==> config.mk <==
export PLATFORM = sky130hd
export DESIGN_NAME = mem_access_unit
export DESIGN_NICKNAME = d
export VERILOG_FILES = /design/src/rtl/mem_access_unit.sv
export SDC_FILE = /design/constraint.sdc
export NUM_CORES = 1
export LEC_CHECK = 0
export CAP_MARGIN = 25
export CORE_MARGIN = 3
export CORE_UTILIZATION = 45
export CTS_CLUSTER_SIZE = 28
export DETAILED_ROUTE_END_ITERATION = 7
export GPL_ROUTABILITY_DRIVEN = 0
export PLACE_DENSITY = 0.81
export SYNTH_ARGS = -nofsm -noshare
export SYNTH_HDL_FRONTEND = slang
export SYNTH_SLANG_ARGS = --single-unit
export TNS_END_PERCENT = 100
==> constraint.sdc <==
create_clock -name clk -period 2.44 [get_ports clk]
set_input_delay 0.61 -clock clk [delete_from_list [all_inputs] [get_ports clk]]
set_output_delay 0.61 -clock clk [all_outputs]
set_load 0.1 [all_outputs]
==> src/rtl/mem_access_unit.sv <==
// MEM-stage data-bus access unit: aligns loads and stores, runs one bus
// transaction per instruction with a wait timeout and flush handling.
module mem_access_unit #(
  parameter int TIMEOUT_CYCLES = 255
) (
  input  logic        clk,
  input  logic        rst_n,
  input  logic        MemRead_Mem,
  input  logic        MemWrite_Mem,
  input  logic [1:0]  MemSize_Mem,
  input  logic        MemSigned_Mem,
  input  logic [31:0] Addr_Mem,
  input  logic [31:0] StoreData_Mem,
  input  logic        flush,
  output logic        bus_req,
  output logic        bus_we,
  output logic [31:0] bus_addr,
  output logic [3:0]  bus_be,
  output logic [31:0] bus_wdata,
  input  logic        bus_ack,
  input  logic [31:0] bus_rdata,
  output logic [31:0] MemData_Mem,
  output logic [3:0]  Rd_write_byte_en_Mem,
  output logic        mem_stall,
  output logic        addr_exc,
  output logic        bus_err
);

  localparam int CW = $clog2(TIMEOUT_CYCLES + 1);

  typedef enum logic [1:0] {IDLE, ACCESS, DONE} state_t;

  state_t        state;
  logic [CW-1:0] cnt;
  logic          drop;
  logic          ld_q;
  logic          sgn_q;
  logic [1:0]    lane_q;
  logic [1:0]    size_q;

  logic        req;
  logic        is_b;
  logic        is_h;
  logic        is_w;
  logic        mis;
  logic [3:0]  be_n;
  logic [31:0] wdata_n;
  logic [7:0]  rd_b;
  logic [15:0] rd_h;
  logic [31:0] ld_data;

  assign req  = (MemRead_Mem | MemWrite_Mem) & ~flush;
  assign is_b = (MemSize_Mem == 2'b00);
  assign is_h = (MemSize_Mem == 2'b01);
  assign is_w = MemSize_Mem[1];
  assign mis  = (is_h & Addr_Mem[0]) | (is_w & (|Addr_Mem[1:0]));

  assign mem_stall = rst_n & (((state == IDLE) & req & ~mis) |
                              (state == ACCESS));
  assign addr_exc  = rst_n & (state == IDLE) & req & mis;

  always_comb begin
    be_n    = 4'b1111;
    wdata_n = StoreData_Mem;
    unique case (1'b1)
      is_b: begin
        be_n    = 4'b0001 << Addr_Mem[1:0];
        wdata_n = {4{StoreData_Mem[7:0]}};
      end
      is_h: begin
        be_n    = 4'b0011 << {Addr_Mem[1], 1'b0};
        wdata_n = {2{StoreData_Mem[15:0]}};
      end
      is_w: begin
        be_n    = 4'b1111;
        wdata_n = StoreData_Mem;
      end
    endcase
  end

  // Lane selection uses the offset captured at launch, not the live address.
  always_comb begin
    rd_b    = 8'(bus_rdata >> {lane_q, 3'b000});
    rd_h    = lane_q[1] ? bus_rdata[31:16] : bus_rdata[15:0];
    ld_data = bus_rdata;
    unique case (1'b1)
      size_q == 2'b00: ld_data = {{24{sgn_q & rd_b[7]}}, rd_b};
      size_q == 2'b01: ld_data = {{16{sgn_q & rd_h[15]}}, rd_h};
      size_q[1]:       ld_data = bus_rdata;
    endcase
  end

  always_ff @(posedge clk or negedge rst_n) begin
    if (!rst_n) begin
      state                <= IDLE;
      cnt                  <= '0;
      drop                 <= 1'b0;
      ld_q                 <= 1'b0;
      sgn_q                <= 1'b0;
      lane_q               <= 2'b00;
      size_q               <= 2'b00;
      bus_req              <= 1'b0;
      bus_we               <= 1'b0;
      bus_addr             <= '0;
      bus_be               <= '0;
      bus_wdata            <= '0;
      MemData_Mem          <= '0;
      Rd_write_byte_en_Mem <= '0;
      bus_err              <= 1'b0;
    end else begin
      bus_err <= 1'b0;
      unique case (state)
        IDLE: begin
          if (req && !mis) begin
            bus_req   <= 1'b1;
            bus_we    <= ~MemRead_Mem;
            bus_addr  <= {Addr_Mem[31:2], 2'b00};
            bus_be    <= be_n;
            bus_wdata <= wdata_n;
            lane_q    <= Addr_Mem[1:0];
            size_q    <= MemSize_Mem;
            sgn_q     <= MemSigned_Mem;
            ld_q      <= MemRead_Mem;
            cnt       <= '0;
            drop      <= 1'b0;
            state     <= ACCESS;
          end
        end
        ACCESS: begin
          if (bus_ack) begin
            bus_req <= 1'b0;
            drop    <= 1'b0;
            // A flush on the ack cycle itself also discards the result.
            if (drop || flush) begin
              MemData_Mem          <= '0;
              Rd_write_byte_en_Mem <= 4'b0000;
              state                <= IDLE;
            end else begin
              MemData_Mem          <= ld_q ? ld_data : 32'd0;
              Rd_write_byte_en_Mem <= ld_q ? 4'b1111 : 4'b0000;
              state                <= DONE;
            end
          end else if (cnt == CW'(TIMEOUT_CYCLES - 1)) begin
            bus_req              <= 1'b0;
            bus_err              <= 1'b1;
            drop                 <= 1'b0;
            MemData_Mem          <= '0;
            Rd_write_byte_en_Mem <= 4'b0000;
            state                <= DONE;
          end else begin
            cnt <= cnt + CW'(1);
            if (flush) drop <= 1'b1;
          end
        end
        DONE:    state <= IDLE;
        default: state <= IDLE;
      endcase
    end
  end

endmodule

==> impl_results.md, run 1 <==
- Flop and latch count out of synthesis: 119
- Chip Height: 121 µm
- Max Cap Viol: 0
- WL/cell: 19.7 µm
- Final Cycle Share: 97.8%
- DRC: 0
- Critical path depth in cells: 5
- Reg-to-reg slack, setup: 0.36 ns
- Die area: 0.0145 mm²
- Synth area leader: dfrtp_1
- Gate power share: 53.7%
- Starting Density: 46.4%
- Peak supply drop: 778 µV
- Relative slew slack: 33.6%
- Worst min path class: reg2reg
- Worst Path Required: 1.83 ns
- Commonest cells in the netlist: dfrtp_1, o21ai_0, clkbuf_1, nor2_1
- Core Footprint: 0.0127 mm²
- Filler cells: 970
- Ys Warns: 0
- Sequential fraction of the synthesis area: 50.5%
- Via density: 5.74
- Fraction of registers with async set/reset: 100%
- CP max FO: 3
- Setup crit start kind: register
- Placed cell areas: 0.00806 mm²
- Vias in the first global route: 5,339
- Pre-CTS setup slack: -0.192 ns
- CP endpoint kind: primary output
- Io pins: 214
- Critical Path AT: 1.78 ns
- Area Growth Syn to Fin: 48.0%
- Critical-path cell list: or3_4 -> nor2_4 -> o21ai_4 -> a21boi_4 -> buf_12
- DRT antenna net count: 0
- Top cell type's share of synthesized area: 50.5%
- Switching pwr: 6220 µW
- Unrepaired setup endpoints after global routing: true
- Multi-input gate area: 0.00267 mm²
- End point of the critical path: mem_stall
- Setup violators final: 0
- Final Hold Vio Count: 0
- Number of iterations in the first detailed-routing pass: 5
- FF/Latch Area: 0.00298 mm²
- Layout cells sized above 1: 32.7%
- Reg2reg start: state[1]
- CTS HTree Levels: 4
- Final hold slack: 0.491 ns
- Yosys cell types: 56
- Pin count of the biggest net entering global routing: 118
- Clock Sinks: 119
- Max frequency: 419 MHz
- PD cells: 1390 mW/mm²
- Placed Cells: 877
- R2r endpoint: bus_wdata[29]
- Critical path type: reg2out
- Post-route setup slack: 0.0525 ns
- Switch share: 51.4%
- GR Overflow Total: 0
- Worst-Margin Slew: 0.992 ns
- Status: completed
- Ys flop type: dfrtp_1
- Post-detail-place hpwl: 12,800 µm
- Netlist Area Pre-Place: 0.00590 mm²
- Clk slew on worst S/H paths: 0.05 ns
- Final std cells w/o fill: 913
- Most frequent cell after synthesis: dfrtp_1
- Avg Inst Size Synth: 11.7 µm²
- Post-layout min period: 2.39 ns
- N_diodes: 0
- Final nets: 835
- Skew-Pair Late Insertion Delay: 0.41 ns
- Detailed-route via count: 5,244
- Root Driver: clkbuf_16
- Worst r2r path cells: 7
- First-pass GRT wire length: 28,500 µm
- Rows: 41
- Slew Viols, Final: 0
- All-Layer GR Usage: 25.1%
- CTS tree: done
- Routed WL: 18,000 µm
- Initial antenna violation count: 0
- Pleak: 0.00395 µW
- Crit-path slowest cell: or3_4
- I/O Buffers: 211
- Post-synth EDFFs: 0
- Main area contributors after synthesis: dfrtp_1, mux2_4, o21ai_0
- Crit path max-delay family: simple AND/OR/NAND/NOR gates
- Clk buf depth: 2
- First DRT Iteration DRCs: 616
- Power Total: 12,100 µW
- Clock network fraction of total power: 22.1%
- Finished Cell Area: 0.00873 mm²
- Die Wd: 121 µm
- Setup Skew: 0.00759 ns
- Cts bufs inserted: 17
- WP buf/inv: 1
- CP Launch Point: state[1]
- Int Power: 5880 µW
- Crit-path max cell delay: 0.40 ns
- Synth Instances: 506
- Flop pwr share: 24.1%
[power by group through the flow]
stage                     clock network, µW  logic [µW]  registers [µW]
final                                  2680        6500            2920
after global routing                   2810        6730            2990
after CTS                              2710        6510            2920
after detailed placement                  0        6500            2920
after global placement                    0        6430            2890
after floorplan                           0        1430            6430
[through the flow]
stage          TNS, ns  util [%]
4_1_cts              0      68.4
6_report             0      68.6
3_5_place_dp     -7.32      63.3
5_1_grt        -0.0314      68.6
3_3_place_gp     -5.39      63.3
2_1_floorplan  -0.0730         -
[layer usage]
metal,wire length (µm),global-route usage (%),up-vias
met1,6800,30.7,2540
li1,-,-,2329
met3,2010,9.54,50
met5,0,0,-
met4,551,9.77,0
met2,8590,40.3,325
[sequential cells by signal (all words and copies together), names as in the netlist, 2 cells and up]
register     cells
state            2
cnt              8
bus_wdata       32
size_q           2
lane_q           2
bus_addr        30
bus_be           4
MemData_Mem     32
[logic make-up after synthesis]
| family | Yosys count | share of synthesized area, % |
|---|---|---|
| AO/OA/AOI/OAI | 170 | 19.3 |
| XOR/XNOR | 4 | 0.594 |
| adder cells (fa/ha/maj) | 2 | 0.424 |
| buffers and inverters | 60 | 5.15 |
| flip-flops | 119 | 50.5 |
| multiplexers | 81 | 17.9 |
| other | 1 | 0.0635 |
| AND/OR/NAND/NOR | 69 | 6.15 |
[layout make-up]
cell class	count	share of cell area (%)
Sequential cell	119	34.1
Multi-Input combinational cell	328	30.6
Timing Repair Buffer	248	25.0
Clock buffer	20	5.23
Tap cell	172	2.46
Clock inverter	12	2.01
Inverter	14	0.602
[cell usage in the layout, fill, tap and decap left out, types with 3 or more instances in the layout]
master,synthesis,layout
clkinvlp_4,0,3
mux2_2,17,17
mux4_2,7,7
xor2_1,3,3
mux2_4,26,26
bufinv_16,0,4
nand3_1,4,4
o32a_1,7,7
nand4_1,3,3
nand2_1,5,5
a211oi_1,14,14
o21ai_0,64,64
a221o_1,7,7
clkdlybuf4s50_1,0,100
inv_1,14,14
or2_2,3,3
buf_4,5,139
and3_1,4,3
dfrtp_1,119,119
a21oi_1,17,16
a22o_1,4,4
clkbuf_16,0,17
mux2i_1,28,28
o2bb2ai_1,28,28
clkinv_2,0,3
o211ai_1,3,3
o22ai_1,8,8
nand2b_1,6,6
nor2_1,29,26
mux2_1,3,3
a21o_1,3,3
nor2b_1,4,4
buf_12,2,5
[how the worst min path moves through the flow]
| stage | from | end | slack [ns] | depth (start not counted) |
|---|---|---|---|---|
| floorplan | rst_n | MemData_Mem[0] | 0.31 | 0 |
| global route | MemData_Mem[19] | MemData_Mem[19] | 0.51 | 1 |
| CTS | MemData_Mem[27] | MemData_Mem[27] | 0.49 | 1 |
| global placement | rst_n | bus_wdata[8] | 0.43 | 1 |
| finish | MemData_Mem[2] | MemData_Mem[2] | 0.49 | 1 |
| detailed placement | rst_n | bus_wdata[9] | 0.44 | 1 |
[timing repair]
item,CTS,global route
pin swaps,0,3
setup buffers,0,3
gates resized for setup,2,6
setup endpoints to repair,2,2
hold buffers,1,0
hold endpoints to repair,2,0
(Power assumes the default switching activity.)
==> run 2, diff against run 1 <==
Settings changed: MAX_ROUTING_LAYER set to met4, REMOVE_ABC_BUFFERS set to 1.
==> impl_results.md, run 2 (same netlist as run 1, synthesis figures left out) <==
- Status: completed
- Finished Cell Area: 0.00872 mm²
- Rows: 41
- Worst-Margin Slew: 0.636 ns
- Die area: 0.0145 mm²
- CTS HTree Levels: 4
- Worst min path class: in2async
- First DRT Iteration DRCs: 484
- Placed cell areas: 0.00809 mm²
- Slew Viols, Final: 0
- Clock Sinks: 119
- Finished Core Util: 68.6%
- Pin count of the biggest net entering global routing: 52
- Routed WL: 17,800 µm
- Final std cells w/o fill: 922
- All-Layer GR Usage: 25.0%
- Critical Path AT: 1.82 ns
- Io pins: 214
- Setup violators final: 0
- Filler cells: 956
- Via density: 5.61
- Clk buf depth: 2
- Layout cells sized above 1: 33.2%
- CTS tree: done
- CP max FO: 4
- Largest registers: MemData_Mem: 32 flops, bus_wdata: 32 flops, bus_addr: 30 flops
- Setup crit start kind: primary input
- Chip Height: 121 µm
- Commonest non-fill, non-tap cell in the layout: buf_4
- Final Hold Vio Count: 0
- N_diodes: 0
- Unrepaired setup endpoints after global routing: true
- GR Overflow Total: 0
- Initial antenna violation count: 0
- Pleak: 0.00395 µW
- Setup Skew: 0.00945 ns
- DRT antenna net count: 0
- Core Footprint: 0.0127 mm²
- Skew-Pair Late Insertion Delay: 0.41 ns
- Power Total: 11,800 µW
- PD cells: 1360 mW/mm²
- CP endpoint kind: primary output
- Critical path type: in2out
- Cts bufs inserted: 17
- Number of iterations in the first detailed-routing pass: 7
- WL/cell: 19.3 µm
- Post-layout min period: 2.43 ns
- Die Wd: 121 µm
- Root Driver: clkbuf_16
- Post-detail-place hpwl: 12,900 µm
- First-pass GRT wire length: 27,900 µm
- CTS Hold Bufs: 0
- Final nets: 844
- Starting Density: 46.4%
- Detailed-route via count: 5,175
- Relative slew slack: 57.6%
- I/O Buffers: 211
- Worst Path Required: 1.83 ns
- Peak supply drop: 885 µV
- Clk slew on worst S/H paths: 0.05 ns
- Final Cycle Share: 99.6%
- Max frequency: 411 MHz
- Most frequent cells in the layout: buf_4, dfrtp_1, clkdlybuf4s50_1
- DRC: 0
- Placed Cells: 885
- Area Growth Syn to Fin: 47.8%
- Max Cap Viol: 0
- Vias in the first global route: 5,467
[run 2: what timing repair did]
| item | CTS | global route |
|---|---|---|
| endpoints found under the setup margin | 2 | 2 |
| setup buffers | 2 | 2 |
| hold endpoints to repair | 0 | 0 |
| pin swaps | 3 | 3 |
| gates resized for setup | 9 | 0 |
[run 2: power breakdown]
part	switching (µW)	leakage (µW)	internal [µW]
registers	406	0.00150	2520
clock network	896	0.000276	1520
logic	4880	0.00217	1600
[run 2: path summary, 6_finish.rpt]
| kind | startpoint | endpoint | slack [ns] | cells past startpoint |
|---|---|---|---|---|
| max in group asynchronous | rst_n | bus_req | 1.13 | 3 |
| worst max-delay path | MemSize_Mem[1] | mem_stall | 0.009 | 6 |
| worst min register to register | MemData_Mem[3] | MemData_Mem[3] | 0.49 | 1 |
| worst max register to register | state[1] | cnt[1] | 0.28 | 6 |
| worst min-delay path | rst_n | drop | 0.21 | 2 |
| min in group clk | MemData_Mem[3] | MemData_Mem[3] | 0.49 | 1 |
[run 2: metrics by stage]
step                      hold slack, ns  TNS (ns)  setup WS (ns)
after floorplan                    0.314    -15.60          -2.23
after global placement             0.464     -8.40         -0.304
after detailed placement           0.475    -10.46         -0.301
after CTS                          0.207   -0.0181        -0.0181
after global routing               0.222    -0.141        -0.0751
final                              0.210         0        0.00917
[run 2: metal layers]
layer	global-route usage [%]	wire length, µm
met2	41.0	8840
met4	9.42	395
met1	29.7	7140
met5	-	0
met3	6.83	1440
[run 2: cell type report]
type	count	area, µm²	share of cell area [%]
tap	172	215	2.47
multi-input combinational	328	2650	30.4
sequential	119	2980	34.1
clock inverter	12	129	1.48
clock buffer	20	447	5.12
inverter	14	52.6	0.602
timing repair buffer	257	2250	25.8
[run 2: critical path, cell delays in order]
cell	delay, ns
clkdlybuf4s50_1	0.50
a21oi_2	0.21
o21ai_2	0.08
a21boi_1	0.12
buf_4	0.13
buf_12	0.16
==> RTL edit (flow settings as in run 2) <==
Encoding of `state_t`: now one-hot (3 bits for 3 states).
--- a/src/rtl/mem_access_unit.sv
+++ b/src/rtl/mem_access_unit.sv
@@ -30,3 +30,3 @@
 
-  typedef enum logic [1:0] {IDLE, ACCESS, DONE} state_t;
+  typedef enum logic [2:0] {IDLE = 3'b001, ACCESS = 3'b010, DONE = 3'b100} state_t;
 
Check against the original RTL: same outputs for any inputs over 4 cycles, from zero or initial values and one cycle with rst_n low; so few cycles prove little.
==> RTL edit against run 2 <==
- the flow now finishes with violations (negative setup slack)
- sequential power is 4% lower
- synthesized area is 1.1% lower
- highest routed layer unchanged
- combinational power is 16% lower
- total power is 7.1% lower
- cell area is 0.63% lower
- setup slack worse by 110 ps
- sequential cell count is 1 higher
- first-iteration DRC count is 6.4% lower
- wire length is 3.9% lower
- non-clock buffer count is 11 lower
==> RTL edit: results (changes against run 2) <==
CP Launch Point state[0]$_DFFE_PN1P_ (was MemSize_Mem[1]); fin nets 828 (was 844); sequential fraction of the synthesis area 0.515 (was 0.505); first-pass GRT wire length 27,600 um (was 27,900 um); Worst Max-Slew Pin Slew 869 ps (was 636 ps); Register-to-Register Setup Slack 380 ps (was 280 ps); Crit Reg-Reg Endpoint cnt[4]$_DFFE_PN0P_ (was cnt[1]$_DFFE_PN0P_); first-pass iteration count of the detailed router 5 (was 7); Final setup viols 1 (was 0); DRT iter0 DRCs 453 (was 484); Synth Area in Adders 0.00429 (was 0.00424); cell internal pwr 5610 uW (was 5640 uW); Post-synth top cells dfrtp_1, mux2_1, nor2_1, mux2i_1, o2bb2ai_1 (was dfrtp_1, o21ai_0, clkbuf_1, nor2_1); failing checks negative setup slack; WP data arrival 1930 ps (was 1820 ps); multiplexer area fraction after synthesis 0.179 (about the same); GRT Total Usage 0.252 (was 0.250); dpl hpwl 12,300 um (was 12,900 um); share of cells above drive strength 1 0.270 (was 0.332); final worst slack -96.9 ps (was 9.17 ps); largest net degree at the start of global routing 70 (was 52); vias in the first global route 5,364 (was 5,467); CP endpoint addr_exc (was mem_stall); CP Max Fanout 3 (was 4); Netlist cell types 61 (was 56); Vias per Instance 5.61 (about the same); outcome finished, violations left (was completed); R2R Path Start state[2]$_DFFE_PN0P_ (was state[1]$_DFFE_PN0P_)
## RTL edit: cell count changes in the layout (fill, tap and decap cells not counted), sizes merged, moves of 3 or more
cell	run 2	this run
o21ai	69	27
nand2	5	18
buf	154	143
mux2	46	53
a21oi	17	23
nor2	30	36
bufinv	2	5
clkbuf	20	23
clkinv	7	4
clkinvlp	3	0
dlygate4sd2	1	4
nand3	4	1
## RTL edit: logic make-up (layout without fill, tap and decap cells)
group	count (synthesis)	after routing
other	1	2
AOI/OAI and AO/OA	136	136
and+or+nand+nor	89	89
xor gates and xnor gates	4	4
DFF	120	120
adders and majority gates	2	2
muxes	89	89
buffers and inverters	57	292
## RTL edit: final cells by class
cell class,count,area [um^2]
fill,855,3690
sequential,120,3010
multi-input combinational,322,2610
timing repair buffer,246,2150
clock buffer,23,468
tap,168,210
clock inverter,9,170
inverter,14,52.6
## RTL edit: what timing repair did
action | CTS | global route
setup endpoints to repair | 2 | 2
pin swaps | 2 | 1
gates resized for setup | 10 | 1
setup buffers | 3 | 3
## RTL edit: layer usage
| layer | global-route usage | wire [um] |
|---|---|---|
| met5 | - | 0 |
| met4 | 0.0787 | 221 |
| met3 | 0.0787 | 1400 |
| met2 | 0.409 | 8540 |
| met1 | 0.302 | 6970 |
## RTL edit: worst min path at each step
stage / from / endpoint / slack [ps] / cells after the start
after floorplan: rst_n / MemData_Mem[0]$_DFFE_PN0P_ / 310 / 0
after global placement: bus_req$_DFFE_PN0P_ / bus_req$_DFFE_PN0P_ / 460 / 1
after detailed placement: MemData_Mem[29]$_DFFE_PN0P_ / MemData_Mem[29]$_DFFE_PN0P_ / 470 / 1
after CTS: rst_n / MemData_Mem[15]$_DFFE_PN0P_ / 380 / 2
after global routing: rst_n / MemData_Mem[15]$_DFFE_PN0P_ / 430 / 2
final: rst_n / MemData_Mem[15]$_DFFE_PN0P_ / 380 / 2
## RTL edit: worst max-delay path, stage by stage, from the launching register on
cell,delay [ps]
dfstp_2,540
or4b_4,490
nor2_4,120
and3_4,190
buf_12,170
## RTL edit: per-stage QoR
stage	TNS (ps)	setup slack, ps	cells	power (uW)	utilization
finish	-96.9	-96.9	902	11000	0.701
global route	-218	-162	902	11400	0.701
CTS	-97.7	-97.7	899	11000	0.699
detailed placement	-7640	-316	864	8280	0.644
global placement	-6110	-293	864	8200	0.644
floorplan	-88510	-2060	456	6840	-
## RTL edit: power by group through the flow
stage / logic [uW] / registers (uW) / clock network [uW]
2_1_floorplan: 858 / 5980 / 0
6_report: 5460 / 2810 / 2730
5_1_grt: 5650 / 2870 / 2870
4_1_cts: 5480 / 2800 / 2770
3_5_place_dp: 5460 / 2820 / 0
3_3_place_gp: 5400 / 2800 / 0
